<file path="src/rtl/pseudo_spi_in_intf.sv">
// Serial capture from the analog scan chain into SRAM at descending addresses.
// Define PSEUDO_SPI_IN_MSB_FIRST_EN to assemble words MSB-first (default LSB-first).
module pseudo_spi_in_intf #(
  parameter int MEMORY_DATA_WIDTH = 8,
  parameter int MEMORY_ADDR_WIDTH = 9,
  parameter int RESERVED_DATA_LEN = 8
) (
  input  logic                         CLK,
  input  logic                         BGN,
  input  logic [MEMORY_ADDR_WIDTH-1:0] ADDR_BGN,
  input  logic [RESERVED_DATA_LEN-1:0] DATA_LEN,
  input  logic [7:0]                   FREQ_DIV,
  input  logic                         SPI_SI,
  output logic                         SCLK1,
  output logic                         SCLK2,
  output logic                         SEL,
  output logic [MEMORY_ADDR_WIDTH-1:0] A,
  output logic [MEMORY_DATA_WIDTH-1:0] D,
  output logic                         CEN,
  output logic                         D_WE,
  output logic                         spi_is_done
);

  localparam int BW = $clog2(MEMORY_DATA_WIDTH + 1);

  typedef enum logic [3:0] {
    IDLE  = 4'd0,
    LOAD  = 4'd1,
    SAMP  = 4'd2,
    PH1   = 4'd3,
    GAP1  = 4'd4,
    PH2   = 4'd5,
    GAP2  = 4'd6,
    WRITE = 4'd7,
    DONE  = 4'd8
  } state_t;

  state_t                       state, next_state;
  logic [1:0]                   sub, sub_n;
  logic [7:0]                   cnt, cnt_n;
  logic [7:0]                   freq;
  logic [BW-1:0]                bits, bits_n;
  logic [RESERVED_DATA_LEN-1:0] words, words_n;
  logic [MEMORY_ADDR_WIDTH-1:0] addr, addr_n;
  logic [MEMORY_DATA_WIDTH-1:0] word, word_n;

  logic                         sclk1_n, sclk2_n, sel_n, cen_n, done_n;
  logic [MEMORY_ADDR_WIDTH-1:0] a_n;
  logic [MEMORY_DATA_WIDTH-1:0] d_n;

  // State, datapath and output registers; BGN low also captures the job parameters
  always_ff @(posedge CLK) begin
    if (!BGN) begin
      state       <= IDLE;
      sub         <= 2'd0;
      cnt         <= 8'd0;
      bits        <= '0;
      word        <= '0;
      freq        <= FREQ_DIV;
      words       <= DATA_LEN;
      addr        <= ADDR_BGN;
      SCLK1       <= 1'b0;
      SCLK2       <= 1'b0;
      SEL         <= 1'b0;
      CEN         <= 1'b1;
      D_WE        <= 1'b1;
      A           <= '0;
      D           <= '0;
      spi_is_done <= 1'b0;
    end else begin
      state       <= next_state;
      sub         <= sub_n;
      cnt         <= cnt_n;
      bits        <= bits_n;
      word        <= word_n;
      freq        <= freq;
      words       <= words_n;
      addr        <= addr_n;
      SCLK1       <= sclk1_n;
      SCLK2       <= sclk2_n;
      SEL         <= sel_n;
      CEN         <= cen_n;
      D_WE        <= cen_n;
      A           <= a_n;
      D           <= d_n;
      spi_is_done <= done_n;
    end
  end

  // Next-state and datapath update; each timed phase reloads the down-counter on entry
  always_comb begin
    next_state = state;
    sub_n      = sub;
    cnt_n      = cnt;
    bits_n     = bits;
    words_n    = words;
    addr_n     = addr;
    word_n     = word;
    case (state)
      IDLE: begin
        sub_n  = 2'd0;
        cnt_n  = freq;
        bits_n = '0;
        if (words == '0) next_state = DONE;
        else             next_state = LOAD;
      end
      LOAD: begin
        if (cnt == 8'd0) begin
          cnt_n = freq;
          if (sub == 2'd3) next_state = SAMP;
          else             sub_n = sub + 2'd1;
        end else begin
          cnt_n = cnt - 8'd1;
        end
      end
      SAMP: begin
        next_state = PH1;
        cnt_n      = freq;
        bits_n     = bits + {{(BW-1){1'b0}}, 1'b1};
`ifdef PSEUDO_SPI_IN_MSB_FIRST_EN
        word_n     = {word[MEMORY_DATA_WIDTH-2:0], SPI_SI};
`else
        word_n     = {SPI_SI, word[MEMORY_DATA_WIDTH-1:1]};
`endif
      end
      PH1, GAP1, PH2: begin
        if (cnt == 8'd0) begin
          cnt_n = freq;
          if (state == PH1)       next_state = GAP1;
          else if (state == GAP1) next_state = PH2;
          else                    next_state = GAP2;
        end else begin
          cnt_n = cnt - 8'd1;
        end
      end
      GAP2: begin
        if (cnt == 8'd0) begin
          cnt_n = freq;
          if (bits == BW'(MEMORY_DATA_WIDTH)) next_state = WRITE;
          else                                next_state = SAMP;
        end else begin
          cnt_n = cnt - 8'd1;
        end
      end
      WRITE: begin
        bits_n  = '0;
        words_n = words - {{(RESERVED_DATA_LEN-1){1'b0}}, 1'b1};
        addr_n  = addr - {{(MEMORY_ADDR_WIDTH-1){1'b0}}, 1'b1};
        if (words == {{(RESERVED_DATA_LEN-1){1'b0}}, 1'b1}) next_state = DONE;
        else                                                next_state = SAMP;
      end
      DONE: begin
        next_state = DONE;
      end
      default: begin
        next_state = IDLE;
      end
    endcase
  end

  // Output values for the coming cycle, decoded from the next state so the pins come straight off flops
  always_comb begin
    sclk1_n = (next_state == PH1) || ((next_state == LOAD) && (sub_n == 2'd0));
    sclk2_n = (next_state == PH2) || ((next_state == LOAD) && (sub_n == 2'd2));
    sel_n   = (next_state == LOAD);
    cen_n   = (next_state != WRITE);
    done_n  = (next_state == DONE);
    if (next_state == WRITE) begin
      a_n = addr;
      d_n = word;
    end else begin
      a_n = '0;
      d_n = '0;
    end
  end

endmodule

</file>
<file path="config.mk">
export PLATFORM = sky130hd
export DESIGN_NAME = pseudo_spi_in_intf
export DESIGN_NICKNAME = d
export VERILOG_FILES = /design/src/rtl/pseudo_spi_in_intf.sv
export SDC_FILE = /design/constraint.sdc
export NUM_CORES = 1
export LEC_CHECK = 0
export CAP_MARGIN = 5
export CELL_PAD_IN_SITES_DETAIL_PLACEMENT = 0
export CELL_PAD_IN_SITES_GLOBAL_PLACEMENT = 1
export CORE_MARGIN = 4
export CORE_UTILIZATION = 41
export DETAILED_ROUTE_END_ITERATION = 8
export GPL_ROUTABILITY_DRIVEN = 1
export PLACE_DENSITY_LB_ADDON = 0.3
export SYNTH_ARGS = -nofsm -noshare
export SYNTH_HDL_FRONTEND = slang
export SYNTH_SLANG_ARGS = --single-unit
</file>
<file path="constraint.sdc">
create_clock -name CLK -period 2.9 [get_ports CLK]
set_input_delay 0.29 -clock CLK [delete_from_list [all_inputs] [get_ports CLK]]
set_output_delay 0.29 -clock CLK [all_outputs]
set_load 0.01 [all_outputs]
</file>
## Word level (Yosys, flattened, before mapping)

Index checks and enable logic that the tools add are counted.

| operators by class | value |
|---|---|
| $add $sub $neg | 5 |
| reductions and logical operators | 15 |
| multiplexer cells | 20 |
| equal/unequal tests | 19 |

Operators by type and width:

| operator | number |
|---|---|
| one-hot mux 4 bit (7 select lines) | 1 |
| == test 4 x 3 -> 1 bit (second input constant) | 6 |
| two-way mux 4 bit | 6 |
| two-way mux 8 bit | 3 |
| two-way mux 9 bit | 2 |
| logical NOT 8 bit | 2 |
| one-hot mux 8 bit (2 select lines) | 1 |
| subtractor 8 x 1 -> 8 bit (second input constant) | 2 |
| == test 4 x 2 -> 1 bit (second input constant) | 3 |
| == test 4 bit (second input constant) | 3 |
| subtractor 9 x 1 -> 9 bit (second input constant) | 1 |
| == test 4 x 1 -> 1 bit (second input constant) | 2 |
| == test 8 x 1 -> 1 bit (second input constant) | 1 |
| two-way mux 2 bit | 4 |
| one-hot mux 4 bit (2 select lines) | 1 |
| OR reduction 5 bit | 1 |
| adder 4 x 1 -> 4 bit (second input constant) | 1 |
| == test 2 bit (second input constant) | 2 |
| logical NOT 4 bit | 1 |
| inequality test 4 x 3 -> 1 bit (second input constant) | 1 |
| one-hot mux 2 bit (2 select lines) | 1 |
| nonzero test 2 bit | 2 |
| OR reduction 2 bit | 2 |
| two-way mux 3 bit | 1 |
| other kinds (7) | 9 |

| storage, ports and cells | value |
|---|---|
| output and inout bits | 23 |
| input port bits | 28 |
| register bits | 73 |

## Logic depth before layout (Yosys ltp)

Gate-level depths: netlist of the first run.

| depth | value |
|---|---|
| word-level depth | 8 |
| mapped depth | 8 |
| mapped depth without buffers | 7 |

## Worst setup path after synthesis of the first run

No wires, ideal clock.

| timing | value |
|---|---|
| path kind | reg2reg |
| from | register state[2] |
| to | register addr[0] (enable) |
| required time | 2.485 ns |
| buffers on the path | 2 |
| clock period less this slack | 2.439 ns |
| cell stages (with the launch flop) | 5 |
| path slack | 0.461 ns |
| arrival time | 2.024 ns |
| cells stage by stage | dfxtp_1 buf_2 clkbuf_1 nand2_1 o21ai_0 |

| between the ends | value |
|---|---|
| longest elaborated chain between the ends | 2 |

RTL lines:

| item | RTL line | text |
|---|---|---|
| from (decl) | 38 | `state_t state, next_state;` |
| from (signal assigned) | 71 | `state <= next_state;` |
| == test 4 x 3 -> 1 bit | 99 | `case (state)` |
| inequality test 2 x 1 -> 1 bit (no line) | - |  |
| to (signal assigned) | 78 | `addr <= addr_n;` |
| to (decl) | 44 | `logic [MEMORY_ADDR_WIDTH-1:0] addr, addr_n;` |

No other way between the ends.
A chain may end at the register's enable or synchronous reset.

## Worst setup path after layout of the first run

| timing | value |
|---|---|
| from | register cnt[0] |
| to | register D[2] |

| between the ends | value |
|---|---|
| longest elaborated chain between the ends | 5 |
| elaborated cells between the ends (all ways) | 7 |

RTL lines:

| item | RTL line | text |
|---|---|---|
| from (decl) | 40 | `logic [7:0] cnt, cnt_n;` |
| from (signal assigned) | 73 | `cnt <= cnt_n;` |
| logical NOT 8 bit * | 108, 127, 137 |  |
| two-way mux 4 bit (on tied branches) | 137, 108, 127 |  |
| one-hot mux 4 bit (7 select lines) * | 99 |  |
| == test 4 x 3 -> 1 bit * | 168 | `if (next_state == WRITE) begin` |
| AND reduction 2 bit (no line) * | - |  |
| to (signal assigned) | 85 | `D <= d_n;` |
| to (decl) | 18 | `output logic [MEMORY_DATA_WIDTH-1:0] D,` |

Mark *: on every way between the ends. The rest lies on a longest branch, timed or not.

==> summary.txt, run 1 <==
Setup path
  – Worst EP arrival: 2850 ps
  – Worst r2r dst: D[2]
  – CP Capture Type: flip-flop
  – CP Buf/Inv Count: 1
  – Crit start category: flip-flop
  – R2R depth: 7
  – Largest incremental delay on the critical path: 570 ps
  – CP max FO: 18
  – Critical Path RT: 3180 ps
  – Crit-path leading delay family: simple AND/OR/NAND/NOR gates
  – Worst Setup Path Type: flip-flop to flip-flop
  – CP max stage cell: or4_4
  – Worst reg-to-reg setup slack: 330 ps
  – Setup crit end: D[2]
  – Stages on worst setup path: 7
  – Setup crit start: cnt[0]
  – Worst reg2reg path startpoint: cnt[0]
  – CP cell instances: inv_1, ha_1, nor4b_4, nand2_2, or4_4, a21oi_4, and3_2

Route
  – Vias per cell: 5.17
  – Post-route ant nets: 0
  – Initial DRT Pass Iterations: 4
  – DRT iter0 DRCs: 130
  – Drt total wl: 7130 µm
  – Drt wl/cell: 14.1 µm
  – Vias post-DR: 2611
  – Drt drc: 0

Yosys
  – Largest family of logic cells by synthesized area: simple AND/OR/NAND/NOR gates
  – Synth top area share: 0.288
  – Count leader, synth: dfxtp_1
  – Xor and xnor fraction of the mapped netlist area: 0.0420
  – Top post-synthesis cells by area: dfxtp_1, edfxtp_1, a21oi_1
  – Mapped Area: 3340 µm²
  – Adder-Cell Fraction of Synth Area: 0.0263
  – Seq/Total Area, Yosys: 0.513
  – Synthesized flop and latch total: 73
  – Syn Area/Cell: 9.73 µm²
  – Post-synth EDFFs: 25
  – Simple logic cell fraction of the synthesized area: 0.213
  – Mux cell area share after synthesis: 0.0131
  – Cells after Synth: 343
  – Ys Warns: 0
  – Yosys cell types: 63
  – Leading area contributor after synthesis: dfxtp_1
  – Leading cell types by count after synthesis: dfxtp_1, a21oi_1, nand2_1
  – Syn_nets: 378
  – Ys async rst share: 0
  – Main synth FF type: dfxtp_1
  – Post-synthesis compound-gate area fraction: 0.155

Worst hold path
  – Hold_sp: word[0]
  – HP Class: flip-flop to flip-flop

Clock tree
  – Postcts setup bufs: 0
  – Hold_buf cts: 0
  – Clk pin slew, worst setup/hold paths: 80 ps
  – Clock sink total: 73
  – Num CTS Buffers: 9
  – Root buffer cell: clkbuf_8
  – CTS tree: yes
  – Clock buffer depth: 2
  – CTS H-tree depth: 3
  – Clk_lat worst skew: 340 ps
  – Post-CTS sizing: 0

Timing
  – Final-report max-slew violation count: 0
  – Worst-Margin Slew: 687 ps
  – Final setup fails: 0
  – Fin crit share: 0.885
  – Slew HR: 0.540
  – F_max: 0.390 GHz
  – Clock Skew: 8.84 ps
  – Unrepaired setup endpoints after global routing: false
  – Hold Vio Cnt, Final: 0
  – Fin crit period: 2570 ps
  – Setup TNS: 0 ps

Place
  – GP Congestion: 0.802
  – DP Cell Count: 489
  – DPL Wire Length: 4980 µm
  – Area post-placement: 3970 µm²
  – Port bufs: 50

Die
  – # rows: 32
  – DIE WIDTH: 98.2 µm
  – Initial Util: 0.427
  – Core area: 7810 µm²
  – Die height: 98.2 µm
  – Die area: 9640 µm²
  – IO Count: 51

Layout
  – Post-route cell area: 4190 µm²
  – Share of cells above drive strength 1: 0.129
  – Fin cells: 505
  – Final Util: 0.537
  – Synth-to-Final Area Change: 25.6%
  – Layout net count: 433
  – ANT cells: 0

Power and ir drop
  – VDD IR max: 286 µV
  – Pwr Density: 546 nW/µm²
  – Static Leak: 1.53 nW

Global route
  – Met1 GRT Util: 0.207
  – GRT Total Usage: 0.154
  – GR Util met3: 0.0521
  – First-pass GRT wire length: 12200 µm
  – Pin count of the biggest net entering global routing: 21
  – Number of global-route vias before repair: 2492
  – Initial antenna violation count: 0
  – Met2 GRT Util: 0.242
  – GRT overflow: 0
  – GR peak layer: met2

Run
  – Max-cap viol count: 0

Status
  – Outcome: complete, no violations
-- registers in the layout (all words and copies together), names as in the netlist, 2 cells and up --
signal  flops
A           9
addr        9
D           8
cnt         8
freq        8
word        8
words       8
bits        4
state       4
sub         2
-- cell type report --
| type | instances | area [µm²] |
|---|---|---|
| inverters | 12 | 45.0 |
| flip-flops and latches | 73 | 1710 |
| multi-input cells | 241 | 1500 |
| fillers | 716 | 3620 |
| clock inverters | 2 | 13.8 |
| repair buffers | 61 | 583 |
| clock buffers | 14 | 205 |
| well taps | 102 | 128 |
-- logic make-up (layout without fill, tap and decap cells) --
group,after synthesis,in the layout
muxes,4,4
xor gates and xnor gates,16,16
buffers and inverters,29,89
AOI/OAI and AO/OA,82,82
adders and majority gates,7,7
and+or+nand+nor,132,132
DFF,73,73
-- per-stage QoR --
stage / worst slack (ps) / power, mW / hold slack [ps]
after CTS: 322 / 2.31 / 454
after floorplan: 461 / 1.37 / 389
after global placement: 440 / 1.47 / 439
final: 334 / 2.29 / 452
after global routing: 149 / 2.40 / 466
after detailed placement: 356 / 1.48 / 443
-- worst register-to-register path, cell delays in order, from the launching register on --
cell and delay (ps):
dfxtp_1 330, inv_1 90, ha_1 230, nor4b_4 490, nand2_2 150, or4_4 570, a21oi_4 380, and3_2 270
-- routing by layer --
metal | up-vias | routed length, µm
met2 | 49 | 3280
met5 | - | 0
li1 | 1331 | -
met1 | 1224 | 3450
met3 | 7 | 329
met4 | 0 | 73
-- placed cells by master (no fill, tap or decap), drive strengths merged, types with 9 or more instances in the layout --
| cell type | netlist | routed |
|---|---|---|
| nor3 | 9 | 9 |
| a21oi | 36 | 36 |
| inv | 11 | 12 |
| xnor2 | 9 | 9 |
| and3 | 18 | 18 |
| nand2b | 9 | 9 |
| clkdlybuf4s50 | 0 | 50 |
| nor2 | 33 | 33 |
| edfxtp | 25 | 25 |
| o21ai | 17 | 17 |
| nand2 | 35 | 35 |
| buf | 7 | 11 |
| clkbuf | 10 | 14 |
| dfxtp | 48 | 48 |
-- power breakdown --
group,switching [mW],internal (mW)
registers,0.0474,1.11
clock network,0.371,0.464
logic,0.149,0.144
-- worst min-delay path by stage --
| stage | end | slack, ps | depth (start not counted) |
|---|---|---|---|
| finish | word[0] | 450 | 2 |
| global route | freq[1] | 470 | 1 |
| CTS | word[0] | 450 | 2 |
| detailed placement | word[0] | 440 | 2 |
| global placement | word[0] | 440 | 2 |
| floorplan | freq[0] | 390 | 0 |
No activity file was read; power rests on OpenSTA's default activity.
==> run 2: changes to the inputs <==
--- a/config.mk
+++ b/config.mk
@@ -9,7 +9,7 @@
 export CELL_PAD_IN_SITES_DETAIL_PLACEMENT = 0
 export CELL_PAD_IN_SITES_GLOBAL_PLACEMENT = 1
 export CORE_MARGIN = 4
-export CORE_UTILIZATION = 41
+export CORE_UTILIZATION = 37
 export DETAILED_ROUTE_END_ITERATION = 8
 export GPL_ROUTABILITY_DRIVEN = 1
 export PLACE_DENSITY_LB_ADDON = 0.3
==> constraint.sdc (replaced) <==
create_clock -name CLK -period 2.2 [get_ports CLK]
set_input_delay 0.22 -clock CLK [delete_from_list [all_inputs] [get_ports CLK]]
set_output_delay 0.22 -clock CLK [all_outputs]
set_load 0.01 [all_outputs]
==> summary.txt, run 2 (same netlist as run 1, synthesis figures left out) <==
Place
  – Port bufs: 50 (unchanged)
  – Area post-placement: 4130 µm² (+4.1%)
  – GP Congestion: 0.864 (+7.8%)
  – DPL Wire Length: 5420 µm (+8.8%)

Layout
  – ANT cells: 0 (unchanged)
  – Most common cell after layout, fill and taps aside: clkdlybuf4s50_1
  – Biggest regs: A (9), addr (9)
  – Most frequent cells in the layout: clkdlybuf4s50_1, dfxtp_1, a21oi_1
  – Layout net count: 453 (+4.6%)
  – Post-route cell area: 4360 µm² (+4.0%)
  – Share of cells above drive strength 1: 0.180 (+0.0506)
  – Synth-to-Final Area Change: 30.6%

Timing
  – Final setup fails: 0 (unchanged)
  – Fin crit share: 0.940 (+0.0555)
  – Clock Skew: 12.4 ps (+3.59 ps)
  – Final-report max-slew violation count: 0 (unchanged)
  – F_max: 0.483 GHz (+24%)
  – Worst-Margin Slew: 468 ps (-219 ps)
  – Fin crit period: 2070 ps (-497 ps)
  – Hold Vio Cnt, Final: 0 (unchanged)
  – Worst Hold Slack: 432 ps (-20.0 ps)
  – Slew HR: 0.685 (+0.145)

Route
  – Drt total wl: 7560 µm (+6.0%)
  – DRT iter0 DRCs: 128 (-1.5%)
  – Vias per cell: 5.15 (-0.42%)
  – Post-route ant nets: 0 (unchanged)
  – Vias post-DR: 2734 (+4.7%)
  – Drt wl/cell: 14.2 µm (+0.77%)
  – Drt drc: 0 (unchanged)
  – Initial DRT Pass Iterations: 4 (unchanged)

Worst hold path
  – WHS Path Cells: 1 (-1)
  – HP Class: input pin to flip-flop
  – Hold_sp: FREQ_DIV[2]
  – Hold Crit Endpoint: freq[2]

Power and ir drop
  – Pwr Density: 671 nW/µm² (+23%)
  – Static Leak: 1.60 nW (+5.0%)
  – VDD IR max: 319 µV (+12%)

Status
  – Outcome: complete, no violations

Setup path
  – Critical Path RT: 2480 ps (-700 ps)
  – Setup crit start: cnt[0]
  – Worst Setup Path Type: flip-flop to flip-flop
  – Largest incremental delay on the critical path: 550 ps (-20 ps)
  – Worst r2r dst: D[3]
  – CP cell instances: inv_2, ha_4, nor4b_4, nand2_2, or4_4, a21oi_4, buf_12, and3_2
  – R2R depth: 8 (+1)
  – Crit start category: flip-flop
  – Worst reg-to-reg setup slack: 130 ps (-200 ps)
  – Worst EP arrival: 2350 ps (-500 ps)
  – Crit-path leading delay family: simple AND/OR/NAND/NOR gates
  – Worst reg2reg path startpoint: cnt[0]
  – CP max FO: 18 (unchanged)
  – CP Capture Type: flip-flop
  – CP Buf/Inv Count: 2 (+1)
  – CP max stage cell: or4_4

Run
  – Max-cap viol count: 0 (unchanged)

Global route
  – Number of global-route vias before repair: 2587 (+3.8%)
  – GRT overflow: 0 (unchanged)
  – Initial antenna violation count: 0 (unchanged)
  – First-pass GRT wire length: 12600 µm (+3.3%)
  – Pin count of the biggest net entering global routing: 36 (+71%)
  – GRT Total Usage: 0.150 (-0.00385)

Clock tree
  – Clock sink total: 73 (unchanged)
  – CTS tree: yes
  – Clock buffer depth: 2 (unchanged)
  – CTS H-tree depth: 3 (unchanged)
  – Root buffer cell: clkbuf_8
  – Num CTS Buffers: 9 (unchanged)
  – Clk_lat worst skew: 340 ps (about the same)
  – Hold_buf cts: 0 (unchanged)
  – Clk pin slew, worst setup/hold paths: 80 ps (about the same)

Die
  – DIE WIDTH: 103 µm (+4.8%)
  – Die height: 103 µm (+4.8%)
  – IO Count: 51 (unchanged)
  – Initial Util: 0.381 (-0.0466)
  – Die area: 10600 µm² (+9.9%)
  – # rows: 34 (+6.3%)
  – Core area: 8760 µm² (+12%)
run 2: cell types whose count changed in the layout (fill, tap and decap cells not counted), moves of 2 or more:
cell / previous run / this run
buf_4: 11 / 29
buf_12: 0 / 2
inv_1: 11 / 9
inv_2: 0 / 2
clkbuf_8: 11 / 9
clkbuf_16: 2 / 0
clkinvlp_4: 0 / 2
run 2: layout make-up:
| cell class | instances | area, µm² |
|---|---|---|
| multi-input cells | 241 | 1540 |
| flip-flops and latches | 73 | 1710 |
| well taps | 108 | 135 |
| inverters | 12 | 45.0 |
| clock buffers | 10 | 128 |
| fillers | 842 | 4410 |
| repair buffers | 81 | 758 |
| clock inverters | 6 | 42.5 |
run 2: per-stage QoR:
step           power (mW)  utilization  std cells  worst slack [ps]  TNS (ps)
4_1_cts              2.94        0.493        529              6.28         0
5_1_grt              3.08        0.497        531             -9.80     -19.9
6_report             2.92        0.497        531               131         0
3_3_place_gp         2.00        0.472        513             -3.05     -21.5
2_1_floorplan        1.81            -        343              55.1         0
3_5_place_dp         2.01        0.472        513             -66.8      -849
run 2: timing repair:
action | 4_1_cts | 5_1_grt
setup buffers | 0 | 2
pin swaps | 0 | 1
resized for setup | 2 | 7
endpoints found under the setup margin | 19 | 22
run 2: worst max path at each step:
stage | end | cells past startpoint
after CTS | SCLK1 | 7
after floorplan | SCLK1 | 7
after global placement | D[1] | 8
final | D[3] | 8
after global routing | D[4] | 9
after detailed placement | D[1] | 8
run 2: layer usage:
metal | up-vias | track usage | wire length (µm)
met3 | 6 | 0.0352 | 391
met2 | 63 | 0.240 | 3770
li1 | 1370 | - | -
met4 | 0 | 0.0478 | 68
met1 | 1295 | 0.202 | 3320
met5 | - | 0 | 0
run 2: where the power goes:
group | internal (mW) | total (mW) | switching (mW)
sequential | 1.47 | 1.52 | 0.0571
combinational | 0.254 | 0.481 | 0.227
clock | 0.411 | 0.918 | 0.507
total | 2.13 | 2.92 | 0.791
==> run 3: changes to the inputs <==
--- a/config.mk
+++ b/config.mk
@@ -12,7 +12,9 @@
 export CORE_UTILIZATION = 37
 export DETAILED_ROUTE_END_ITERATION = 8
 export GPL_ROUTABILITY_DRIVEN = 1
-export PLACE_DENSITY_LB_ADDON = 0.3
+export PLACE_DENSITY_LB_ADDON = 0.1
+export SETUP_SLACK_MARGIN = 0.15
+export SLEW_MARGIN = 15
 export SYNTH_ARGS = -nofsm -noshare
 export SYNTH_HDL_FRONTEND = slang
 export SYNTH_SLANG_ARGS = --single-unit
==> summary.txt, run 3 (same netlist as run 1, synthesis figures left out) <==
Status
  – Outcome: complete, no violations

Clock tree
  – Root buffer cell: clkbuf_8
  – Clock buffer depth: 2 (unchanged)
  – Hold_buf cts: 0 (unchanged)
  – Clk_lat worst skew: 350 ps (about the same)
  – Clock sink total: 73 (unchanged)
  – Clk pin slew, worst setup/hold paths: 80 ps (about the same)
  – CTS H-tree depth: 3 (unchanged)
  – Num CTS Buffers: 9 (unchanged)
  – CTS tree: yes

Place
  – DPL Wire Length: 5530 µm (+2.0%)
  – Port bufs: 50 (unchanged)
  – GP Congestion: 0.787 (-9.0%)

Setup path
  – R2R depth: 10 (+2)
  – Critical Path RT: 2450 ps (-30 ps)
  – CP max FO: 18 (unchanged)
  – Worst reg2reg path startpoint: cnt[0]
  – Worst r2r dst: D[3]
  – Setup crit end: D[3]
  – Worst reg-to-reg setup slack: 130 ps (about the same)
  – Worst EP arrival: 2310 ps (-40 ps)
  – CP Capture Type: flip-flop
  – Worst Setup Path Type: flip-flop to flip-flop
  – Crit start category: flip-flop
  – Setup crit start: cnt[0]

Route
  – Vias per cell: 5.06 (-1.7%)
  – Post-route ant nets: 0 (unchanged)
  – Initial DRT Pass Iterations: 4 (unchanged)
  – Vias post-DR: 2699 (-1.3%)
  – Drt total wl: 7900 µm (+4.6%)
  – Drt drc: 0 (unchanged)
  – Drt wl/cell: 14.8 µm (+4.2%)
  – DRT iter0 DRCs: 70 (-45%)

Layout
  – Most frequent cells in the layout: clkdlybuf4s50_1, dfxtp_1, a21oi_1
  – # fillers: 838 (-0.48%)
  – Biggest regs: A (9), addr (9)
  – Synth-to-Final Area Change: 32.9%
  – Share of cells above drive strength 1: 0.202 (+0.0227)
  – Most common cell after layout, fill and taps aside: clkdlybuf4s50_1
  – ANT cells: 0 (unchanged)
  – Layout net count: 455 (+0.44%)

Global route
  – Pin count of the biggest net entering global routing: 21 (-42%)
  – GRT Total Usage: 0.157 (+0.00644)
  – Number of global-route vias before repair: 2595 (+0.31%)
  – First-pass GRT wire length: 12800 µm (+2.4%)
  – GRT overflow: 0 (unchanged)
  – Initial antenna violation count: 0 (unchanged)

Die
  – DIE WIDTH: 103 µm (unchanged)
  – Die area: 10600 µm² (unchanged)
  – IO Count: 51 (unchanged)
  – # rows: 34 (unchanged)
  – Die height: 103 µm (unchanged)
  – Core area: 8760 µm² (unchanged)
  – Initial Util: 0.381 (unchanged)

Timing
  – Final-report max-slew violation count: 0 (unchanged)
  – Fin crit share: 0.939 (-0.00147)
  – Final setup fails: 0 (unchanged)
  – Worst-Margin Slew: 500 ps (+31.6 ps)
  – Fin crit period: 2070 ps (-3.22 ps)
  – Hold Vio Cnt, Final: 0 (unchanged)
  – F_max: 0.484 GHz (+0.16%)
  – Slew HR: 0.663 (-0.0213)
  – Setup TNS: 0 ps (unchanged)
  – Unrepaired setup endpoints after global routing: true
  – Clock Skew: 10.3 ps (-2.16 ps)

Power and ir drop
  – Pwr Density: 689 nW/µm² (+2.7%)
  – Tot Pwr: 3.05 mW (+4.5%)
  – VDD IR max: 428 µV (+34%)
  – Static Leak: 1.64 nW (+2.1%)

Worst hold path
  – HP Class: input pin to flip-flop

Run
  – Max-cap viol count: 0 (unchanged)
## run 3: cell count changes in the layout (fill, tap and decap cells not counted), sizes merged
cell and change:
clkinvlp -2, inv +2, buf +2
## run 3: final cells by class
type	count	area, µm²	share of cell area
Clock inverter	6	46.3	0.0104
Timing Repair Buffer	83	761	0.172
Tap cell	108	135	0.0305
Inverter	12	45.0	0.0102
Clock buffer	10	149	0.0336
Sequential cell	73	1710	0.386
Multi-Input combinational cell	241	1590	0.358
## run 3: what timing repair did
action / 4_1_cts / 5_1_grt
gates resized for setup: 5 / 4
buffers inserted: 3 / 4
setup endpoints to repair: 27 / 23
pin swaps: 5 / 7
## run 3: worst min path at each step
stage                     start      end  slack, ps  cells after the start
floorplan           FREQ_DIV[0]  freq[0]        320                      0
global placement        word[0]  word[0]        440                      2
detailed placement      word[2]  word[1]        460                      2
CTS                 FREQ_DIV[4]  freq[4]        400                      1
global route        FREQ_DIV[4]  freq[4]        400                      1
finish              FREQ_DIV[4]  freq[4]        420                      1
## run 3: stage by stage
step	area [µm²]	hold WS, ps	instances	setup slack [ps]	util
2_1_floorplan	3370	319	343	161	-
3_3_place_gp	4140	442	510	22.0	0.473
3_5_place_dp	4140	458	510	5.64	0.473
4_1_cts	4380	402	529	153	0.499
5_1_grt	4430	395	533	1.31	0.506
6_report	4430	423	533	135	0.506
## run 3: report_power, final
| group | total [mW] | internal (mW) | switching, mW |
|---|---|---|---|
| registers | 1.52 | 1.47 | 0.0571 |
| clock network | 1.03 | 0.489 | 0.544 |
| logic | 0.497 | 0.257 | 0.240 |
| total | 3.05 | 2.21 | 0.841 |
## run 3: per-layer routing
layer,part of all wire,global-route usage,up-vias
met2,0.46,0.235,47
li1,-,-,1380
met1,0.48,0.216,1261
met4,0.017,0.0518,0
met5,0,0,-
met3,0.045,0.0487,11
## run 3: worst max-delay path, stage by stage (launching register included)
cell      delay [ps]
dfxtp_2          340
inv_2             70
ha_4             140
nor4b_4          380
buf_4            210
a32oi_1           90
o21bai_1         170
buf_4            160
a21oi_4           60
buf_12           160
and3_2           180
